**src/rtl/vdec_hs_sbfetch_if.sv**
```systemverilog
// DIRAM read port and soft-bit pair stream between the fetch stage and its neighbours.
interface vdec_hs_sbfetch_if #(
    parameter int unsigned ADDR_W = 9
);
    localparam int unsigned WORD_W = 24;
    localparam int unsigned PAIR_W = 12;

    logic              diram_rd_req;
    logic [ADDR_W-1:0] diram_rd_addr;
    logic              diram_rd_ack;
    logic [WORD_W-1:0] diram_dout;
    logic              sb_valid;
    logic [PAIR_W-1:0] sb_data;
    logic              sb_last;
    logic              sb_ready;

    modport master (
        output diram_rd_req, diram_rd_addr, sb_valid, sb_data, sb_last,
        input  diram_rd_ack, diram_dout, sb_ready
    );

    modport slave (
        input  diram_rd_req, diram_rd_addr, sb_valid, sb_data, sb_last,
        output diram_rd_ack, diram_dout, sb_ready
    );
endinterface

```
**src/rtl/vdec_hs_sbfetch.sv**
```systemverilog
// Soft-bit fetch: reads packed 24-bit CRAM words into a small FIFO and streams
// 12-bit soft-bit pairs to the HS Viterbi decoder through a registered output stage.
module vdec_hs_sbfetch #(
    parameter int unsigned ADDR_W     = 9,
    parameter int unsigned FIFO_DEPTH = 4
) (
    input  logic              clk,
    input  logic              res,
    input  logic              start,
    input  logic [ADDR_W-1:0] base_addr,
    input  logic [ADDR_W-1:0] num_words,
    input  logic              abort,
    output logic              busy,
    output logic              done,
    vdec_hs_sbfetch_if.master bus
);
    localparam int unsigned WORD_W = 24;
    localparam int unsigned PAIR_W = 12;
    localparam int unsigned PTR_W  = $clog2(FIFO_DEPTH);
    localparam int unsigned CNT_W  = PTR_W + 1;
    localparam logic [CNT_W-1:0] DEPTH_C = CNT_W'(FIFO_DEPTH);

    typedef enum logic [1:0] {
        IDLE,
        FETCH,
        DRAIN
    } state_e;

    state_e                               state_q, state_d;
    logic                                 req_q, req_d;
    logic [ADDR_W-1:0]                    addr_q, addr_d;
    logic [ADDR_W-1:0]                    ack_cnt_q, ack_cnt_d;
    logic [ADDR_W-1:0]                    pop_cnt_q, pop_cnt_d;
    logic [ADDR_W-1:0]                    last_idx_q, last_idx_d;
    logic                                 busy_q, busy_d;
    logic                                 done_q, done_d;
    logic [FIFO_DEPTH-1:0][WORD_W-1:0]    mem_q, mem_d;
    logic [PTR_W-1:0]                     wr_ptr_q, wr_ptr_d;
    logic [PTR_W-1:0]                     rd_ptr_q, rd_ptr_d;
    logic [CNT_W-1:0]                     cnt_q, cnt_d;
    logic                                 half_q, half_d;
    logic                                 sb_valid_q, sb_valid_d;
    logic [PAIR_W-1:0]                    sb_data_q, sb_data_d;
    logic                                 sb_last_q, sb_last_d;

    logic              push;
    logic              load;
    logic              pop;
    logic [WORD_W-1:0] head;

    assign head = mem_q[rd_ptr_q];

    // Next-state: FIFO bookkeeping, output-stage refill, then control FSM; abort overrides all.
    always_comb begin
        state_d    = state_q;
        req_d      = req_q;
        addr_d     = addr_q;
        ack_cnt_d  = ack_cnt_q;
        pop_cnt_d  = pop_cnt_q;
        last_idx_d = last_idx_q;
        busy_d     = busy_q;
        done_d     = 1'b0;
        mem_d      = mem_q;
        wr_ptr_d   = wr_ptr_q;
        rd_ptr_d   = rd_ptr_q;
        cnt_d      = cnt_q;
        half_d     = half_q;
        sb_valid_d = sb_valid_q;
        sb_data_d  = sb_data_q;
        sb_last_d  = sb_last_q;

        push = (state_q == FETCH) && req_q && bus.diram_rd_ack;
        load = (cnt_q != '0) && (!sb_valid_q || bus.sb_ready);
        pop  = load && half_q;

        if (push) begin
            mem_d[wr_ptr_q] = bus.diram_dout;
            wr_ptr_d        = wr_ptr_q + PTR_W'(1);
        end
        if (pop) begin
            rd_ptr_d  = rd_ptr_q + PTR_W'(1);
            pop_cnt_d = pop_cnt_q + ADDR_W'(1);
        end
        cnt_d = cnt_q + CNT_W'(push) - CNT_W'(pop);

        // Output register refills whenever it is empty or being handshaken this cycle.
        if (load) begin
            sb_valid_d = 1'b1;
            sb_data_d  = half_q ? head[WORD_W-1:PAIR_W] : head[PAIR_W-1:0];
            sb_last_d  = half_q && (pop_cnt_q == last_idx_q);
            half_d     = ~half_q;
        end else if (sb_valid_q && bus.sb_ready) begin
            sb_valid_d = 1'b0;
        end

        case (state_q)
            IDLE: begin
                if (start) begin
                    if (num_words == '0) begin
                        done_d = 1'b1;
                    end else begin
                        state_d    = FETCH;
                        busy_d     = 1'b1;
                        req_d      = 1'b1;
                        addr_d     = base_addr;
                        last_idx_d = num_words - ADDR_W'(1);
                        ack_cnt_d  = '0;
                        pop_cnt_d  = '0;
                        half_d     = 1'b0;
                    end
                end
            end
            FETCH: begin
                if (push) begin
                    addr_d    = addr_q + ADDR_W'(1);
                    ack_cnt_d = ack_cnt_q + ADDR_W'(1);
                    if (ack_cnt_q == last_idx_q) begin
                        state_d = DRAIN;
                        req_d   = 1'b0;
                    end else begin
                        req_d = (cnt_d < DEPTH_C);
                    end
                end else if (!req_q) begin
                    req_d = (cnt_d < DEPTH_C);
                end
            end
            DRAIN: begin
                if (sb_valid_q && bus.sb_ready && sb_last_q) begin
                    state_d   = IDLE;
                    busy_d    = 1'b0;
                    done_d    = 1'b1;
                    sb_last_d = 1'b0;
                end
            end
            default: state_d = IDLE;
        endcase

        if (abort) begin
            state_d    = IDLE;
            req_d      = 1'b0;
            addr_d     = '0;
            ack_cnt_d  = '0;
            pop_cnt_d  = '0;
            last_idx_d = '0;
            busy_d     = 1'b0;
            done_d     = 1'b0;
            wr_ptr_d   = '0;
            rd_ptr_d   = '0;
            cnt_d      = '0;
            half_d     = 1'b0;
            sb_valid_d = 1'b0;
            sb_data_d  = '0;
            sb_last_d  = 1'b0;
        end
    end

    always_ff @(posedge clk) begin
        if (!res) begin
            state_q    <= IDLE;
            req_q      <= 1'b0;
            addr_q     <= '0;
            ack_cnt_q  <= '0;
            pop_cnt_q  <= '0;
            last_idx_q <= '0;
            busy_q     <= 1'b0;
            done_q     <= 1'b0;
            mem_q      <= '0;
            wr_ptr_q   <= '0;
            rd_ptr_q   <= '0;
            cnt_q      <= '0;
            half_q     <= 1'b0;
            sb_valid_q <= 1'b0;
            sb_data_q  <= '0;
            sb_last_q  <= 1'b0;
        end else begin
            state_q    <= state_d;
            req_q      <= req_d;
            addr_q     <= addr_d;
            ack_cnt_q  <= ack_cnt_d;
            pop_cnt_q  <= pop_cnt_d;
            last_idx_q <= last_idx_d;
            busy_q     <= busy_d;
            done_q     <= done_d;
            mem_q      <= mem_d;
            wr_ptr_q   <= wr_ptr_d;
            rd_ptr_q   <= rd_ptr_d;
            cnt_q      <= cnt_d;
            half_q     <= half_d;
            sb_valid_q <= sb_valid_d;
            sb_data_q  <= sb_data_d;
            sb_last_q  <= sb_last_d;
        end
    end

    assign busy              = busy_q;
    assign done              = done_q;
    assign bus.diram_rd_req  = req_q;
    assign bus.diram_rd_addr = addr_q;
    assign bus.sb_valid      = sb_valid_q;
    assign bus.sb_data       = sb_data_q;
    assign bus.sb_last       = sb_last_q;

endmodule

```
**src/flat_wrapper.sv**
```systemverilog
// flat-port wrapper written by rule: the top's interface ports become plain ports
module vdec_hs_sbfetch_flat 
#(
    parameter int unsigned ADDR_W     = 9,
    parameter int unsigned FIFO_DEPTH = 4
)
  (clk, res, start, base_addr, num_words, abort, busy, done, bus_diram_rd_req, bus_diram_rd_addr, bus_sb_valid, bus_sb_data, bus_sb_last, bus_diram_rd_ack, bus_diram_dout, bus_sb_ready);
  vdec_hs_sbfetch_if #(.ADDR_W(ADDR_W)) bus_i ();
  input  logic clk;
  input  logic res;
  input  logic start;
  input  logic [ADDR_W-1:0] base_addr;
  input  logic [ADDR_W-1:0] num_words;
  input  logic abort;
  output logic busy;
  output logic done;
  output wire logic [$bits(bus_i.diram_rd_req)-1:0] bus_diram_rd_req;
  output wire logic [$bits(bus_i.diram_rd_addr)-1:0] bus_diram_rd_addr;
  output wire logic [$bits(bus_i.sb_valid)-1:0] bus_sb_valid;
  output wire logic [$bits(bus_i.sb_data)-1:0] bus_sb_data;
  output wire logic [$bits(bus_i.sb_last)-1:0] bus_sb_last;
  input wire logic [$bits(bus_i.diram_rd_ack)-1:0] bus_diram_rd_ack;
  input wire logic [$bits(bus_i.diram_dout)-1:0] bus_diram_dout;
  input wire logic [$bits(bus_i.sb_ready)-1:0] bus_sb_ready;
  assign bus_diram_rd_req = bus_i.diram_rd_req;
  assign bus_diram_rd_addr = bus_i.diram_rd_addr;
  assign bus_sb_valid = bus_i.sb_valid;
  assign bus_sb_data = bus_i.sb_data;
  assign bus_sb_last = bus_i.sb_last;
  assign bus_i.diram_rd_ack = bus_diram_rd_ack;
  assign bus_i.diram_dout = bus_diram_dout;
  assign bus_i.sb_ready = bus_sb_ready;
  vdec_hs_sbfetch #(.ADDR_W(ADDR_W), .FIFO_DEPTH(FIFO_DEPTH)) u_core (.clk(clk), .res(res), .start(start), .base_addr(base_addr), .num_words(num_words), .abort(abort), .busy(busy), .done(done), .bus(bus_i));
endmodule
```
**config.mk**
```make
export PLATFORM = sky130hd
export DESIGN_NAME = vdec_hs_sbfetch_flat
export DESIGN_NICKNAME = d
export VERILOG_FILES = /design/src/rtl/vdec_hs_sbfetch_if.sv /design/src/rtl/vdec_hs_sbfetch.sv /design/src/flat_wrapper.sv
export SDC_FILE = /design/constraint.sdc
export NUM_CORES = 1
export LEC_CHECK = 0
export BUFFER_PORTS_ARGS = -buffer_cell sky130_fd_sc_hd__buf_2
export CORE_ASPECT_RATIO = 0.75
export CORE_MARGIN = 2
export CORE_UTILIZATION = 55
export CTS_BUF_LIST = sky130_fd_sc_hd__clkbuf_4 sky130_fd_sc_hd__clkbuf_8 sky130_fd_sc_hd__clkbuf_16
export DETAILED_ROUTE_END_ITERATION = 6
export HOLD_SLACK_MARGIN = 0.15
export PLACE_DENSITY = 0.75
export SYNTH_ARGS = -nofsm -noshare
export SYNTH_HDL_FRONTEND = slang
export SYNTH_SLANG_ARGS = --single-unit
```
**constraint.sdc**
```tcl
create_clock -name clk -period 3.65 [get_ports clk]
set_input_delay 0.73 -clock clk [delete_from_list [all_inputs] [get_ports clk]]
set_output_delay 0.73 -clock clk [all_outputs]
set_load 0.02 [all_outputs]
```
* Yosys cells after proc, flatten, opt, wreduce, memory -nomap -nowiden
Cells that the tools add are included.
Operators by class: reduce and logical (&&, ||, !) cells 22, equality and inequality tests 9, bitwise logic cells 3, $lt $le $gt $ge 4, multiplexer cells 45, add/sub/neg operators 8
Operators by type and width (count):
- 96-bit bitwise mux | 1
- 9-bit 2-to-1 mux | 10
- 24-bit binary-select mux with 2-bit select | 1
- 24-bit demux with 2-bit select | 1
- 24-bit 2-to-1 mux | 2
- 9-bit one-hot mux with 2 select lines | 2
- 9-bit by 1-bit adder with 9-bit output, second input constant | 3
- 9-bit == test | 2
- 1-bit 2-to-1 mux | 18
- 12-bit 2-to-1 mux | 1
- 2-bit 2-to-1 mux | 5
- 9-bit zero test | 1
- 9-bit by 1-bit subtractor with 9-bit output, second input constant | 1
- 1-bit logical AND | 8
- 4-bit AND reduction | 2
- 2-bit by 3-bit less-than comparator with 1-bit output, second input constant | 2
- 2-bit inequality test, second input constant | 3
- 1-bit one-hot mux with 2 select lines | 3
- 2-bit one-hot mux with 3 select lines | 1
- 3-bit AND reduction | 2
- 2-bit nonzero test | 3
- 5-bit AND reduction | 1
- 2-bit by 1-bit adder with 2-bit output, second input constant | 2
- 2-bit by 1-bit inequality test with 1-bit output, second input constant | 2
- 12 further kinds | 14
Storage, ports and cells: register bits after elaboration 159, input bits 48, logic and storage cells 110, output and inout port bits 26

* Longest topological paths before layout
Gate-level depths: netlist of run 1.
depth after elaboration 9, gate-level depth with buffers 11, depth with buffers taken out 10

* Least setup slack after synthesis of run 1
OpenSTA, ideal clock, no wires.
path kind in2reg, start in bus_sb_ready, end reg u_core.req_q, in the netlist u_core.bus.diram_rd_req, buffers on the path 1, data arrival time 2.793 ns, path slack 0.771 ns, required time 3.564 ns, setup time 0.086 ns, cell stages on the path 11, cells stage by stage inv_1 -> a21o_1 -> inv_1 -> clkbuf_1 -> ha_1 -> xor2_1 -> ha_1 -> fa_1 -> xnor2_1 -> o32ai_1 -> a211oi_1
On the way: word-level cells in the longest chain between the ends 8, elaborated cells between the ends (all ways) 9, classes of those cells add/sub: 1; order compare: 1; mux: 4; reduce/logical: 3
Ends and longest elaborated chain:
- from (decl) | line flat_wrapper.sv:24 | input wire logic [$bits(bus_i.sb_ready)-1:0] bus_sb_ready;
- 1-bit logical OR (*) | line vdec_hs_sbfetch.sv:73 | load = (cnt_q != '0) && (!sb_valid_q || bus.sb_ready);
- 1-bit logical AND (*) | line vdec_hs_sbfetch.sv:73
- net u_core.load | line vdec_hs_sbfetch.sv:47 | logic load;
- 1-bit logical AND (*) | line vdec_hs_sbfetch.sv:74 | pop = load && half_q;
- net u_core.pop | line vdec_hs_sbfetch.sv:48 | logic pop;
- 3-bit by 1-bit subtractor with 3-bit output (*) | line vdec_hs_sbfetch.sv:84 | cnt_d = cnt_q + CNT_W'(push) - CNT_W'(pop);
- 3-bit less-than comparator (*) | line vdec_hs_sbfetch.sv:121, vdec_hs_sbfetch.sv:124
- 1-bit 2-to-1 mux (on tied branches) | line vdec_hs_sbfetch.sv:123, vdec_hs_sbfetch.sv:117
- 1-bit 2-to-1 mux (*) | line vdec_hs_sbfetch.sv:114 | if (push) begin
- 1-bit one-hot mux with 2 select lines (*) | line vdec_hs_sbfetch.sv:96 | case (state_q)
- to (signal assigned) | line vdec_hs_sbfetch.sv:177 | req_q <= req_d;
- to (decl) | line vdec_hs_sbfetch.sv:30 | logic req_q, req_d;
Mark *: on every way through the listed nets, which the timed path passes. The rest lies on a longest branch. A chain may end at the register's enable or synchronous reset.

* Final worst setup path of run 1
start reg u_core.cnt_q[1], end reg u_core.req_q, in the netlist u_core.bus.diram_rd_req
On the way: word-level cells in the longest chain between the ends 8, elaborated cells between the ends (all ways) 10, classes of those cells add/sub: 2; order compare: 1; mux: 4; reduce/logical: 3
Ends and longest elaborated chain:
- from (decl) | line vdec_hs_sbfetch.sv:40 | logic [CNT_W-1:0] cnt_q, cnt_d;
- from (signal assigned) | line vdec_hs_sbfetch.sv:187 | cnt_q <= cnt_d;
- 3-bit nonzero test (*) | line vdec_hs_sbfetch.sv:73
- 1-bit logical AND (*) | line vdec_hs_sbfetch.sv:73
- 1-bit logical AND (*) | line vdec_hs_sbfetch.sv:74
- net u_core.pop | line vdec_hs_sbfetch.sv:48
- 3-bit by 1-bit subtractor with 3-bit output (*) | line vdec_hs_sbfetch.sv:84
- 3-bit less-than comparator (*) | line vdec_hs_sbfetch.sv:121, vdec_hs_sbfetch.sv:124
- 1-bit 2-to-1 mux (on tied branches) | line vdec_hs_sbfetch.sv:123, vdec_hs_sbfetch.sv:117
- 1-bit 2-to-1 mux (*) | line vdec_hs_sbfetch.sv:114
- 1-bit one-hot mux with 2 select lines (*) | line vdec_hs_sbfetch.sv:96
Marks and branches as above.

==> flow_summary.toml, run 1 <==
[yosys]
seq_area_frac_synth_pct = 42.76
avgSynthCellArea_sq_um = 8.991
synth_top_area_share_pct = 42.76
synth_most_common_cell = "nand2_1"
synth_warnings = 0
synth_top_area_cell = "dfxtp_1"
mappedNetlistNets = 889
netlist_top_cells_count = "222 x nand2_1, 159 x dfxtp_1, 85 x a21boi_0"
ys_types = 52
synth_area_sq_um = 7445
syn_inst = 828
synth_edf_count = 0
synth-seq-cells = 159
synthFlopType = "dfxtp_1"
synthArstFlopShare_pct = 0
synth_area_leaders = "dfxtp_1 43%, nand2_1 11%, a21boi_0 8.6%, mux4_2 7.3%, xnor2_1 3.2%"

[hold_path]
holdCritPathClass = "flip-flop to flip-flop"

[die]
die_h_um = 104.8
dieArea_sq_um = 14490
die_w_um = 138.3
core.rowCount = 36
core_sq_um = 13110
ios = 74
initial_core_util_pct = 56.80

[drt]
drtAntennaViolNets = 0
wl_um = 18340
routedWlPerCell_um = 17.20
wl_met1_um = 8494
drt-vias-per-instance = 5.780
drtIter0Drc = 474
route.met2.wl_um = 8488
dr.pass1.iters = 4
wl_met3_um = 1161
drc_errors = 0
topRoutingLayerUsed = "met4"
num_vias = 6162

[clocking]
post_cts_buffers = 0
ctsHoldBuffers = 0
cts_buffer_depth = 2
cts_tree = "done"
cts_resized = 0
cts_sinks = 159
cts_max_level = 4
cts.clk_slew.worst_paths_ps = 70
cts_made_buffers = 17
clk_latency_ps = 420
clockRootBuffer = "clkbuf_16"

[power]
pwr-share-comb_pct = 4.7
p_per_area_nw_per_um2 = 446.6
leakage_nw = 2.968
p_clk_share_pct = 48.7
ir_drop_mv = 0.3528
p_int_mw = 2.916
p_switching_mw = 0.8704
p_sw_share_pct = 22.99
seqPwrFrac_pct = 46.6

[sta]
maxSlewHeadroom_pct = 48.52
fin_crit_ps = 2536
setup_viol = 0
rsz0062_at_grt = "no"
drv_slew = 0
tns_ps = 0
fin_crit_sh_pct = 69.49
hold_violations = 0
tightest_slew_ps = 772.2
max_freq_mhz = 394.3
fin_ws_ps = 1114
clock_skew_ps = 8.414

[layout]
num-nets-final = 941
area_delta_synth_final_pct = 13.88
fin_area_sq_um = 8478
fin_cells = 1066
n_fill_cell = 1040
drive_above_1_share_pct = 17.36

[global_routing]
antenna_found_initial = 2
grt_pass1_wl_um = 29770
grt_start_max_net_pins = 97
grt_util_all_layers_pct = 25.76
grt_pass1_vias = 5954
overflow = 0

[placed_design]
finalWeightedCongestion = 0.9059
placed_cells = 1032
post-place-ws_ps = 860.1
placed_area_sq_um = 7858
hpwl_um = 11980
numPortBuffers = 73

[critical_path]
crit_top_cell = "ha_1"
worstPathArrival_ps = 2880
end_kind = "flip-flop"
cp_cell_sequence = "nor3_1 -> a21o_1 -> inv_1 -> ha_1 -> xor2_1 -> ha_1 -> fa_1 -> xnor2_1 -> o32ai_1 -> a211oi_1"
required_ps = 3990
cp_slowest_stage_delay_ps = 370
cp_slowest_cell = "fa_1"
crit_fanout = 4
crit_type = "flip-flop to flip-flop"
ff2ff_setup_slack_ps = 1110
cp-start-kind = "flip-flop"

[flow_run]
max_cap_violations = 0

[run_status]
status = "complete, no violations"
sequential cells by signal (all words and copies together) (netlist names), 2 cells and up:
| register | cells |
|---|---|
| u_core.state_q | 2 |
| u_core.bus.diram_rd_addr | 9 |
| u_core.pop_cnt_q | 9 |
| u_core.cnt_q | 3 |
| u_core.last_idx_q | 9 |
| u_core.bus.sb_data | 12 |
| u_core.mem_q | 96 |
| u_core.ack_cnt_q | 9 |
| u_core.wr_ptr_q | 2 |
| u_core.rd_ptr_q | 2 |
power by group through the flow:
| stage | Sequential [mW] | Combinational (mW) | Clock [mW] |
|---|---|---|---|
| final | 1.76 | 0.179 | 1.84 |
| after global routing | 1.76 | 0.198 | 1.94 |
| after CTS | 1.76 | 0.178 | 1.86 |
| after detailed placement | 1.80 | 0.178 | 0 |
| after global placement | 1.80 | 0.173 | 0 |
| after floorplan | 1.80 | 0.104 | 0 |
layer usage:
metal  vias up  global-route usage [%]
met5         -                       0
met4         0                   8.309
met3        19                   5.179
met2       213                   40.10
met1      2975                   36.18
li1       2955                       -
logic make-up after synthesis:
| group | count (synthesis) | synth area share (%) |
|---|---|---|
| flip-flops | 159 | 42.76 |
| AND/OR/NAND/NOR | 325 | 19.18 |
| multiplexers | 42 | 9.681 |
| AO/OA/AOI/OAI | 182 | 16.91 |
| XOR/XNOR | 40 | 4.706 |
| adder cells (fa/ha/maj) | 13 | 2.286 |
| buffers and inverters | 67 | 4.487 |
final cells by class:
class	count	area, sq um	area share, %
diodes	2	5.005	0.05903
clock buffers	18	432.9	5.106
clock inverters	14	182.7	2.155
inverters	10	37.54	0.4427
multi-input cells	602	3930	46.35
flip-flops and latches	159	3183	37.54
well taps	171	214.0	2.524
repair buffers	90	493.0	5.815
worst max-delay path, delay by kind of cell, from the launching register on:
family / cells / cell delay (ps)
adders and majority gates: 3 / 850
AOI/OAI and AO/OA: 3 / 500
xor gates and xnor gates: 2 / 420
DFF: 1 / 330
and+or+nand+nor: 1 / 270
buffers and inverters: 1 / 90
stage by stage:
stage	utilization, %	power [mW]	hold slack, ps
floorplan	-	1.907	431.9
global placement	59.95	1.975	436.9
detailed placement	59.95	1.980	445.7
CTS	64.64	3.805	454.9
global route	64.68	3.906	472.5
finish	64.68	3.787	452.5
worst paths after layout:
kind,start,end,depth (start not counted)
max,u_core.cnt_q[1]$_SDFF_PP0_,u_core.bus.diram_rd_req$_SDFFE_PP0P_,10
min,u_core.mem_q[8]$_SDFFE_PN0P_,u_core.mem_q[8]$_SDFFE_PN0P_,2
max reg2reg,u_core.cnt_q[1]$_SDFF_PP0_,u_core.bus.diram_rd_req$_SDFFE_PP0P_,10
min reg2reg,u_core.mem_q[8]$_SDFFE_PN0P_,u_core.mem_q[8]$_SDFFE_PN0P_,2
placed cells by master, fill, tap and decap left out, types with 8 or more instances in the layout:
cell type	count
xnor2_1	27
nand2_1	222
a211oi_1	8
ha_1	12
o21ai_0	18
buf_4	17
a21boi_1	14
nor2_1	29
inv_1	9
xor2_1	13
nand3_1	16
mux4_2	24
dfxtp_1	159
buf_2	73
a21boi_0	85
mux2i_1	18
nand4_1	10
clkbuf_16	17
a21oi_1	34
(Power assumes the default switching activity.)
==> inputs of run 2 (changes only) <==
--- a/config.mk
+++ b/config.mk
@@ -5,6 +5,7 @@
 export SDC_FILE = /design/constraint.sdc
 export NUM_CORES = 1
 export LEC_CHECK = 0
+export ABC_AREA = 1
 export BUFFER_PORTS_ARGS = -buffer_cell sky130_fd_sc_hd__buf_2
 export CORE_ASPECT_RATIO = 0.75
 export CORE_MARGIN = 2
==> constraint.sdc (replaced) <==
create_clock -name clk -period 2.4 [get_ports clk]
set_input_delay 0.48 -clock clk [delete_from_list [all_inputs] [get_ports clk]]
set_output_delay 0.48 -clock clk [all_outputs]
set_load 0.02 [all_outputs]
==> flow_summary.toml, run 2 <==
[run_status]
status = "complete, no violations"

[drt]
drtIter0Drc = 870
num_vias = 7213
drtAntennaViolNets = 0
wl_met3_um = 1623
wl_met1_um = 9462
dr.pass1.iters = 5
routedWlPerCell_um = 15.24
route.met2.wl_um = 8288
drc_errors = 0
drt-vias-per-instance = 5.536
topRoutingLayerUsed = "met4"
wl_um = 19850

[clocking]
cts_resized = 0
cts_tree = "done"
cts_buffer_depth = 2
post_cts_buffers = 0
cts_max_level = 4
clockRootBuffer = "clkbuf_16"
clk_latency_ps = 430
cts_sinks = 159
ctsHoldBuffers = 0
cts.clk_slew.worst_paths_ps = 60
cts_made_buffers = 17

[layout]
n_fill_cell = 1218
multiInputGateArea_sq_um = 3612
area_delta_synth_final_pct = 14.45
register_area_sq_um = 3184
num-nets-final = 1177
top_register = "u_core.mem_q"
largest_reg_flops = 96
drive_above_1_share_pct = 12.68
final_core_util_pct = 63.79
diodes = 0
final_common_cell = "a21oi_1"
layout_common_cells = "180 x a21oi_1, 175 x nand2_1, 158 x dfxtp_1, 122 x nand3_1, 116 x inv_1"

[sta]
setup_viol = 0
rsz0062_at_grt = "no"
maxSlewHeadroom_pct = 53.65
max_freq_mhz = 456.8
tightest_slew_ps = 692.8
hold_violations = 0
fin_crit_sh_pct = 91.22
tns_ps = 0
drv_slew = 0
fin_crit_ps = 2189
clock_skew_ps = 5.116

[yosys]
mappedNetlistNets = 1128
synth_most_common_cell = "a21oi_1"
ys_types = 34
synth_warnings = 0
synth_top_area_share_pct = 42.10
synth_area_sq_um = 7561
syn_inst = 1067
seq_area_frac_synth_pct = 42.10
synth_xor_area_share_pct = 2.317
synth_compound_area_share_pct = 21.15
synth_edf_count = 0
netlist_top_cells_count = "180 x a21oi_1, 175 x nand2_1, 159 x dfxtp_1"
synth_area_leaders = "dfxtp_1 42%, a21oi_1 12%, nand2_1 8.7%, nand3_1 8.1%, o21ai_0 7.0%"
yosys.area_share.simple_pct = 22.03
synth_top_family_by_area = "simple AND/OR/NAND/NOR gates"
avgSynthCellArea_sq_um = 7.086
synthAdderAreaFrac_pct = 2.251
synth_mux_area_share_pct = 0
synthArstFlopShare_pct = 0
synth-seq-cells = 159
synth_top_area_cell = "dfxtp_1"
synthFlopType = "dfxtp_1"

[power]
pwr-share-comb_pct = 4.9
leakage_nw = 3.259
ir_drop_mv = 0.4992
p_int_mw = 4.582
p_per_area_nw_per_um2 = 678.5
p_switching_mw = 1.290
seqPwrFrac_pct = 45.7
p_clk_share_pct = 49.4
p_sw_share_pct = 21.97

[critical_path]
path_buf_inv = 1
worstPathArrival_ps = 2470
cp_slowest_cell = "ha_1"
cp_cell_sequence = "inv_1 -> ha_1 -> nand2_2 -> o21ai_0 -> a21oi_1"
crit_fanout = 35
crit_type = "flip-flop to flip-flop"
required_ps = 2680
path_delay_family = "adder cells"
cp-start-kind = "flip-flop"
cp_slowest_stage_delay_ps = 580
end_kind = "flip-flop"

[die]
initial_core_util_pct = 55.74
die_w_um = 139.4
ios = 74
core.rowCount = 37
core_sq_um = 13560
dieArea_sq_um = 14710
die_h_um = 105.5

[global_routing]
grt_pass1_vias = 6358
grt_start_max_net_pins = 59
antenna_found_initial = 0
overflow = 0
grt_util_all_layers_pct = 27.73
grt_pass1_wl_um = 32490

[hold_path]
holdCritPathClass = "primary input to flip-flop"

[flow_run]
max_cap_violations = 0

[placed_design]
numPortBuffers = 73
finalWeightedCongestion = 0.9288
hpwl_um = 12860
run 2: stage by stage:
stage               hold WS, ps  power [mW]  instance area (sq um)  setup WS [ps]  cells
finish                    258.1       5.872                   8653          210.8   1303
global route              278.2       6.033                   8653          19.69   1303
CTS                       245.4       5.888                   8653          251.4   1303
detailed placement        443.0       3.022                   8019          114.3   1272
global placement          440.7       3.020                   8019          104.0   1272
floorplan                 429.2       2.908                   7564          32.96   1067
run 2: final cells by class:
type	count	area share, %
inverters	118	5.147
multi-input cells	723	41.74
flip-flops and latches	159	36.80
clock inverters	10	1.851
clock buffers	21	5.480
well taps	175	2.530
repair buffers	97	6.449
run 2: metal layers:
layer,vias to the layer above,track usage (%)
met4,0,11.33
li1,3639,-
met1,3263,41.39
met5,-,0
met2,282,39.46
met3,29,4.907
run 2: worst reg2reg max path, stage by stage (launching register included):
cell     delay, ps
dfxtp_1        330
inv_1          120
ha_1           580
nand2_2        580
o21ai_0        360
a21oi_1         80
run 2: final timing paths:
check	startpoint	to	slack (ps)	depth (start not counted)
min	num_words[0]	u_core.last_idx_q[0]$_SDFFE_PP0P_	260	2
min reg2reg	u_core.mem_q[33]$_SDFFE_PN0P_	u_core.mem_q[33]$_SDFFE_PN0P_	450	2
max	u_core.wr_ptr_q[0]$_SDFFE_PP0P_	u_core.mem_q[61]$_SDFFE_PN0P_	210	5
max reg2reg	u_core.wr_ptr_q[0]$_SDFFE_PP0P_	u_core.mem_q[61]$_SDFFE_PN0P_	210	5
run 2: power groups by stage:
stage | Sequential, mW | Combinational, mW | Clock, mW
2_1_floorplan | 2.74 | 0.166 | 0
3_3_place_gp | 2.74 | 0.283 | 0
3_5_place_dp | 2.74 | 0.284 | 0
4_1_cts | 2.68 | 0.286 | 2.92
5_1_grt | 2.68 | 0.326 | 3.02
6_report | 2.68 | 0.289 | 2.90
run 2: kinds of logic (layout without fill, tap and decap cells):
| family | Yosys count | count (layout) |
|---|---|---|
| and+or+nand+nor | 380 | 380 |
| AOI/OAI and AO/OA | 310 | 310 |
| xor gates and xnor gates | 20 | 20 |
| buffers and inverters | 185 | 246 |
| DFF | 159 | 159 |
| adders and majority gates | 13 | 13 |
